===== config.mk =====
export PLATFORM = sky130hd
export DESIGN_NAME = text_char_buffer_flat
export DESIGN_NICKNAME = d
export VERILOG_FILES = /design/src/rtl/text_char_buffer_if.sv /design/src/rtl/text_char_buffer.sv /design/src/flat_wrapper.sv
export SDC_FILE = /design/constraint.sdc
export NUM_CORES = 1
export LEC_CHECK = 0
export ABC_CLOCK_PERIOD_IN_PS = 2600
export BUFFER_PORTS_ARGS = -buffer_cell sky130_fd_sc_hd__buf_2
export CORE_ASPECT_RATIO = 1.75
export CORE_UTILIZATION = 37
export DETAILED_ROUTE_END_ITERATION = 6
export PLACE_DENSITY = 0.59
export SETUP_SLACK_MARGIN = 0.4
export SKIP_LAST_GASP = 1
export SLEW_MARGIN = 40
export SYNTH_ARGS = -nofsm -noshare
export SYNTH_HDL_FRONTEND = slang
export SYNTH_SLANG_ARGS = --single-unit
export TNS_END_PERCENT = 30

===== constraint.sdc =====
create_clock -name Clk -period 2.6 [get_ports Clk]
set_clock_uncertainty 0.15 [all_clocks]
set_input_delay 0.52 -clock Clk [delete_from_list [all_inputs] [get_ports Clk]]
set_output_delay 0.52 -clock Clk [all_outputs]
set_load 0.1 [all_outputs]

===== src/rtl/text_char_buffer_if.sv =====
// Port bundle for text_char_buffer: write/append/backspace/clear controls,
// renderer read port, and status back to the controlling logic.
interface text_char_buffer_if #(
    parameter int CHAR_W = 7,
    parameter int DEPTH  = 8
);
    localparam int AW = $clog2(DEPTH);

    logic              wr_en;
    logic [AW-1:0]     wr_addr;
    logic [CHAR_W-1:0] wr_data;
    logic              app_en;
    logic [CHAR_W-1:0] app_data;
    logic              bksp;
    logic              clr_req;
    logic [AW-1:0]     rd_addr;
    logic [CHAR_W-1:0] rd_data;
    logic [AW:0]       length;
    logic              full;
    logic              busy;
    logic              clr_done;
    logic              overflow;

    modport master (
        output wr_en, wr_addr, wr_data, app_en, app_data, bksp, clr_req, rd_addr,
        input  rd_data, length, full, busy, clr_done, overflow
    );

    modport slave (
        input  wr_en, wr_addr, wr_data, app_en, app_data, bksp, clr_req, rd_addr,
        output rd_data, length, full, busy, clr_done, overflow
    );
endinterface


===== src/rtl/text_char_buffer.sv =====
// Character store for the text-drawing path: addressed writes, cursor append/backspace,
// sequenced fill-clear, and a registered read port for the glyph renderer.
module text_char_buffer #(
    parameter int                 CHAR_W    = 7,
    parameter int                 DEPTH     = 8,
    parameter logic [CHAR_W-1:0]  FILL_CHAR = 7'h20
) (
    input  logic               Clk,
    input  logic               Reset,
    text_char_buffer_if.slave  bus
);
    localparam int AW = $clog2(DEPTH);
    localparam logic [AW:0]   DEPTH_L = (AW+1)'(DEPTH);
    localparam logic [AW-1:0] LAST_P  = AW'(DEPTH - 1);

    localparam logic [0:0] ST_IDLE  = 1'b0;
    localparam logic [0:0] ST_CLEAR = 1'b1;

    logic [0:0]        state;
    logic [AW-1:0]     ptr;
    logic [AW:0]       length;
    logic              clr_done;
    logic              overflow;
    logic [CHAR_W-1:0] rd_data;
    logic [CHAR_W-1:0] mem [DEPTH];

    logic              full;
    logic              busy;
    logic [AW:0]       length_dec;
    logic              mem_we;
    logic [AW-1:0]     mem_waddr;
    logic [CHAR_W-1:0] mem_wdata;

    assign full       = (length == DEPTH_L);
    assign busy       = (state == ST_CLEAR);
    assign length_dec = length - (AW+1)'(1);

    assign bus.rd_data  = rd_data;
    assign bus.length   = length;
    assign bus.full     = full;
    assign bus.busy     = busy;
    assign bus.clr_done = clr_done;
    assign bus.overflow = overflow;

    // Single write port; the clear sequence owns it, otherwise one action by priority.
    always_comb begin
        mem_we    = 1'b0;
        mem_waddr = '0;
        mem_wdata = FILL_CHAR;
        if (state == ST_CLEAR) begin
            mem_we    = 1'b1;
            mem_waddr = ptr;
        end else if (bus.clr_req) begin
            mem_we    = 1'b0;
        end else if (bus.bksp) begin
            if (length != '0) begin
                mem_we    = 1'b1;
                mem_waddr = length_dec[AW-1:0];
            end
        end else if (bus.app_en) begin
            if (!full) begin
                mem_we    = 1'b1;
                mem_waddr = length[AW-1:0];
                mem_wdata = bus.app_data;
            end
        end else if (bus.wr_en) begin
            if ({1'b0, bus.wr_addr} < DEPTH_L) begin
                mem_we    = 1'b1;
                mem_waddr = bus.wr_addr;
                mem_wdata = bus.wr_data;
            end
        end
    end

    always_ff @(posedge Clk) begin
        if (mem_we) begin
            mem[mem_waddr] <= mem_wdata;
        end
    end

    // Read-before-write: the array read sees the value prior to this edge's write.
    always_ff @(posedge Clk or posedge Reset) begin
        if (Reset) begin
            rd_data <= FILL_CHAR;
        end else if ({1'b0, bus.rd_addr} < DEPTH_L) begin
            rd_data <= mem[bus.rd_addr];
        end else begin
            rd_data <= FILL_CHAR;
        end
    end

    always_ff @(posedge Clk or posedge Reset) begin
        if (Reset) begin
            state    <= ST_CLEAR;
            ptr      <= '0;
            length   <= '0;
            clr_done <= 1'b0;
            overflow <= 1'b0;
        end else begin
            clr_done <= 1'b0;
            overflow <= 1'b0;
            case (state)
                ST_CLEAR: begin
                    if (ptr == LAST_P) begin
                        state    <= ST_IDLE;
                        ptr      <= '0;
                        clr_done <= 1'b1;
                    end else begin
                        ptr <= ptr + AW'(1);
                    end
                end
                default: begin
                    if (bus.clr_req) begin
                        state  <= ST_CLEAR;
                        ptr    <= '0;
                        length <= '0;
                    end else if (bus.bksp) begin
                        if (length != '0) begin
                            length <= length_dec;
                        end
                    end else if (bus.app_en) begin
                        if (!full) begin
                            length <= length + (AW+1)'(1);
                        end else begin
                            overflow <= 1'b1;
                        end
                    end
                end
            endcase
        end
    end
endmodule


===== src/flat_wrapper.sv =====
// flat-port wrapper written by rule: the top's interface ports become plain ports
module text_char_buffer_flat 
#(
    parameter int                 CHAR_W    = 7,
    parameter int                 DEPTH     = 8,
    parameter logic [CHAR_W-1:0]  FILL_CHAR = 7'h20
)
  (Clk, Reset, bus_wr_en, bus_wr_addr, bus_wr_data, bus_app_en, bus_app_data, bus_bksp, bus_clr_req, bus_rd_addr, bus_rd_data, bus_length, bus_full, bus_busy, bus_clr_done, bus_overflow);
  text_char_buffer_if #(.CHAR_W(CHAR_W), .DEPTH(DEPTH)) bus_i ();
  input  logic Clk;
  input  logic Reset;
  input wire logic [$bits(bus_i.wr_en)-1:0] bus_wr_en;
  input wire logic [$bits(bus_i.wr_addr)-1:0] bus_wr_addr;
  input wire logic [$bits(bus_i.wr_data)-1:0] bus_wr_data;
  input wire logic [$bits(bus_i.app_en)-1:0] bus_app_en;
  input wire logic [$bits(bus_i.app_data)-1:0] bus_app_data;
  input wire logic [$bits(bus_i.bksp)-1:0] bus_bksp;
  input wire logic [$bits(bus_i.clr_req)-1:0] bus_clr_req;
  input wire logic [$bits(bus_i.rd_addr)-1:0] bus_rd_addr;
  output wire logic [$bits(bus_i.rd_data)-1:0] bus_rd_data;
  output wire logic [$bits(bus_i.length)-1:0] bus_length;
  output wire logic [$bits(bus_i.full)-1:0] bus_full;
  output wire logic [$bits(bus_i.busy)-1:0] bus_busy;
  output wire logic [$bits(bus_i.clr_done)-1:0] bus_clr_done;
  output wire logic [$bits(bus_i.overflow)-1:0] bus_overflow;
  assign bus_i.wr_en = bus_wr_en;
  assign bus_i.wr_addr = bus_wr_addr;
  assign bus_i.wr_data = bus_wr_data;
  assign bus_i.app_en = bus_app_en;
  assign bus_i.app_data = bus_app_data;
  assign bus_i.bksp = bus_bksp;
  assign bus_i.clr_req = bus_clr_req;
  assign bus_i.rd_addr = bus_rd_addr;
  assign bus_rd_data = bus_i.rd_data;
  assign bus_length = bus_i.length;
  assign bus_full = bus_i.full;
  assign bus_busy = bus_i.busy;
  assign bus_clr_done = bus_i.clr_done;
  assign bus_overflow = bus_i.overflow;
  text_char_buffer #(.CHAR_W(CHAR_W), .DEPTH(DEPTH), .FILL_CHAR(FILL_CHAR)) u_core (.Clk(Clk), .Reset(Reset), .bus(bus_i));
endmodule

## Yosys cells after proc, flatten, opt, wreduce, memory -nomap -nowiden

Memory sizes are Yosys's and may differ from the RTL's. A register that Yosys moved wholly into a read port is not among the register bits.
Cells that the tools add are included.

| word-level totals | value |
|---|---|
| bits in writable memories | 56 |
| memories kept | 1 |
| flip-flop bits (word level) | 10 |

| cells by class | value |
|---|---|
| equal/unequal tests | 4 |
| add/sub/neg operators | 3 |
| reductions and logical operators | 4 |
| mux-type cells | 40 |
| bitwise gates (word level) | 1 |

Memories:

| memory | words | bits a word | read ports | clocked after Yosys merged registers in | write ports | RTL line | text |
|---|---|---|---|---|---|---|---|
| u_core.mem | 8 | 7 | 1 | 1 | 1 | text_char_buffer.sv:25 | `logic [CHAR_W-1:0] mem [DEPTH];` |

Operator list:

| cell | number |
|---|---|
| $mux 7 | 6 |
| $mux 3 | 10 |
| $mux 4 | 5 |
| $mux 1 | 19 |
| $add 4x1->4 const B | 1 |
| $eq 4x4->1 const B | 1 |
| $reduce_and 4->1 | 1 |
| $reduce_bool 4->1 | 1 |
| $sub 4x1->4 const B | 1 |
| $add 3x1->3 const B | 1 |
| $eq 3x3->1 const B | 1 |
| $ne 3x1->1 const B | 1 |
| $ne 3x3->1 const B | 1 |
| $reduce_bool 3->1 | 1 |
| $reduce_bool 2->1 | 1 |
| $not 1->1 | 1 |

## Depth between registers and ports, before layout

| depth | value |
|---|---|
| depth in word-level cells | 8 |
| gate-level depth with buffers | 7 |
| depth with buffers taken out | 6 |

## Worst setup path after synthesis

No wires, ideal clock.

| path | value |
|---|---|
| path kind | register to register |
| start point | reg u_core.length[0], in the netlist u_core.bus.length[0] |
| end point | mem u_core.mem[3][0], enable pin |
| cell stages (with the launch flop) | 7 |
| slack | -0.784 ns |
| data arrival time | 2.854 ns |
| library setup time | 0.380 ns |
| cells stage by stage | dfrtp_1 > inv_1 > ha_1 > nor4bb_4 > o41a_1 > a31o_1 > nor3_1 |

| on the way | value |
|---|---|
| cells in the longest elaborated chain, start to end | 8 |
| elaborated cells between the ends (all ways) | 17 |
| classes of those cells | 1 x add/sub; 1 x eq/ne; 14 x mux; 1 x reduce/logical |

Ends and longest elaborated chain:

| item | RTL line | text |
|---|---|---|
| from (decl) | text_char_buffer.sv:21 | `logic [AW:0] length;` |
| from (signal assigned) | text_char_buffer.sv:119 | `length <= length_dec;` |
| from (signal assigned) | text_char_buffer.sv:123 | `length <= length + (AW+1)'(1);` |
| $eq 4x4->1 | text_char_buffer.sv:34 | `assign full = (length == DEPTH_L);` |
| $mux 1 | text_char_buffer.sv:61 | `if (!full) begin` |
| $mux 1 | text_char_buffer.sv:60 | `end else if (bus.app_en) begin` |
| $mux 1 | text_char_buffer.sv:55 | `end else if (bus.bksp) begin` |
| $mux 1 | text_char_buffer.sv:53 | `end else if (bus.clr_req) begin` |
| $mux 1 | text_char_buffer.sv:50 | `if (state == ST_CLEAR) begin` |
| $mux 1 | text_char_buffer.sv:76 | `if (mem_we) begin` |
| $mux 1 (implied by the code) | text_char_buffer.sv:77 | `mem[mem_waddr] <= mem_wdata;` |
| to (decl) | text_char_buffer.sv:25 |  |

Parallel ways exist; a longest one is shown, timed or not.

## Final worst setup path

| path | value |
|---|---|
| start point | reg u_core.length[1], in the netlist u_core.bus.length[1] |
| end point | mem u_core.mem[6][1], enable pin |

Same word-level chain as after synthesis.

==> results_dict.tcl <==
set metrics [dict create \
    status "complete, no violations" \
    place_area_um2 3810 \
    crit_arrival_ns 2.33 \
    grt_antenna_before_repair 0 \
    antenna_cells 0 \
    netlist_instances 203 \
    finalHoldViolations 0 \
    drt.antenna.violating_nets 0 \
    grt_max_degree 24 \
    portBuffers 40 \
    avgSynthCellArea_um2 15.8 \
    clk_path_buf_depth 2 \
    ys_types 46 \
    die-height_um 125 \
    cts_tree "yes" \
    fin_cells 396 \
    preCtsSetupSlack_ns 0.0523 \
    nets 306 \
    start_util 0.383 \
    clkTransAtPathRegs_ns 0.05 \
    pin_count 41 \
    drv_cap 0 \
    hp-class "in -> async" \
    slew_violations 0 \
    r2r_end "u_core.mem[6][1]" \
    fin_area_um2 4260 \
    setup-tns-final_ns 0 \
    layout_common_cells "56 x edfxtp_1, 39 x buf_2, 24 x buf_4" \
    routed_via_density 5.14 \
    holdWs_ns 0.0371 \
    report.power.total_mw 5.41 \
    synth_seq_cells 73 \
    relSlewSlack 0.594 \
    wirelength_um 7100 \
    final_core_util 0.509 \
    clk_latency_ns 0.33 \
    fp-row-count 44 \
    cp-start-kind "flop" \
    path_max_fanout 7 \
    cts_buffers 9 \
    htreeDepth 3 \
    track_usage 0.175 \
    grt_pass1_wl_um 11300 \
    dr.first_iter.drc_count 124 \
    clockRootBuffer "clkbuf_16" \
    final_common_cell "edfxtp_1" \
    tightestPinTransition_ns 0.606 \
    crit_type "reg -> reg" \
    holdBufCountCts 0 \
    vias 2036 \
    die_w_um 72.3 \
    vdd_ir_drop_max_v 0.000799 \
    min_period_ns 2.44 \
    core_um2 8370 \
    reg2reg_slack_ns 0.16 \
    drtPass1Iterations 5 \
    wl_per_cell_um 17.9 \
    period_share 0.940 \
    p_leak_nw 1.64 \
    grt-ovfl-total 0 \
    rsz0062_at_grt "true" \
    p_per_area_nw_per_um2 1270 \
    synth_fp_nets 233 \
    setup-violations-final 0 \
    drive_gt1_frac 0.498 \
    end_kind "flop" \
    fmax_mhz 409 \
    setup_slack_ns 0.157 \
    cp_slowest_stage_delay_ns 0.48 \
    reg2reg_depth 8 \
    r2r-start "u_core.bus.length[1]" \
    worst_ep_required_time_ns 2.49 \
    hpwl_um 5200 \
    post-route-drc-count 0 \
    slowest_stage "dfrtp_4" \
    gp_congestion 0.868 \
    syn_to_final_growth_pct 32.9 \
    syn-cell-area_um2 3200 \
    ys_async_sr_fraction 0.233 \
    grt_pass1_vias 2176 \
    yosysSeqAreaShare 0.659 \
    path_cells "inv_4, ha_4, and2_4, o41a_1, a31o_4, buf_6, nor3_4, buf_12" \
    ys_warn_count 0 \
    cts_num_sinks 73 \
    ys.flop_type "edfxtp_1" \
    die_area_um2 9040 \
    dp_cells 372 \
    synth_edf_count 56 \
]
-- sequential cells by signal, summed over array words and instances, names as in the netlist --
signal,cells
u_core.bus.busy,1
u_core.bus.clr_done,1
u_core.bus.length,4
u_core.bus.overflow,1
u_core.bus.rd_data,7
u_core.mem,56
u_core.ptr,3
-- critical path: cells and delay by family (launching register included) --
| family | cells | cell delay (ns) |
|---|---|---|
| compound gates | 2 | 0.65 |
| simple gates | 2 | 0.33 |
| flops | 1 | 0.48 |
| buf+inv | 3 | 0.35 |
| fa+ha+maj | 1 | 0.20 |
-- worst max path at each step --
stage | from | endpoint | cells after the start
2_1_floorplan | u_core.bus.length[1] | u_core.mem[2][0] | 6
3_3_place_gp | bus_wr_en | u_core.mem[2][4] | 7
3_5_place_dp | bus_wr_en | u_core.mem[2][4] | 7
4_1_cts | u_core.bus.length[1] | u_core.mem[2][0] | 8
5_1_grt | u_core.bus.length[1] | u_core.mem[0][0] | 8
6_report | u_core.bus.length[1] | u_core.mem[6][1] | 8
-- kinds of logic after synthesis --
family	count (synthesis)	share of synthesized area
xor+xnor	2	0.00547
flops	73	0.659
simple gates	55	0.0997
mux	22	0.126
fa+ha+maj	4	0.0156
buf+inv	19	0.0246
compound gates	28	0.0696
-- where the power goes --
part	internal, mW	total, mW	switching (mW)
Sequential	1.73	1.94	0.209
Clock	0.661	1.10	0.435
Combinational	0.926	2.38	1.46
Total	3.31	5.41	2.10
-- Yosys cell counts, types with 3 or more instances --
cell type  number  share of area
inv_1           6         0.0070
buf_2           6         0.0094
clkbuf_1        5         0.0059
mux4_2         14          0.098
a22oi_1         7          0.016
edfxtp_1       56           0.53
nand3_1         4         0.0063
ha_1            4          0.016
nor2b_1         3         0.0059
nor3_1          9          0.014
mux2_2          7          0.025
nor2_1         11          0.013
dfrtp_1        15           0.12
nand2_1        11          0.013
a22o_1          3         0.0082
nand2b_1        3         0.0059
a21oi_1         3         0.0047
o311ai_0        3         0.0082
-- repair_timing --
action	CTS	global route
buffers inserted	6	2
gates cloned	0	0
gates resized for setup	16	6
pin swaps	2	2
setup endpoints to repair	106	107
-- metal layers --
metal  track usage  share of wire  routed length, um  up-vias
met5             0              0                  0        -
met4        0.0911          0.037                261        0
met3        0.0387          0.029                203       16
met2         0.321           0.57               4070       62
met1         0.177           0.36               2560     1005
li1              -              -                  -      953
-- final cells by class --
class,instances,area (um2)
fillers,742,4110
flip-flops and latches,73,2130
multi-input cells,111,1140
repair buffers,75,546
clock buffers,10,239
well taps,115,144
clock inverters,6,33.8
inverters,6,30.0
No activity file was read; power rests on OpenSTA's default activity.
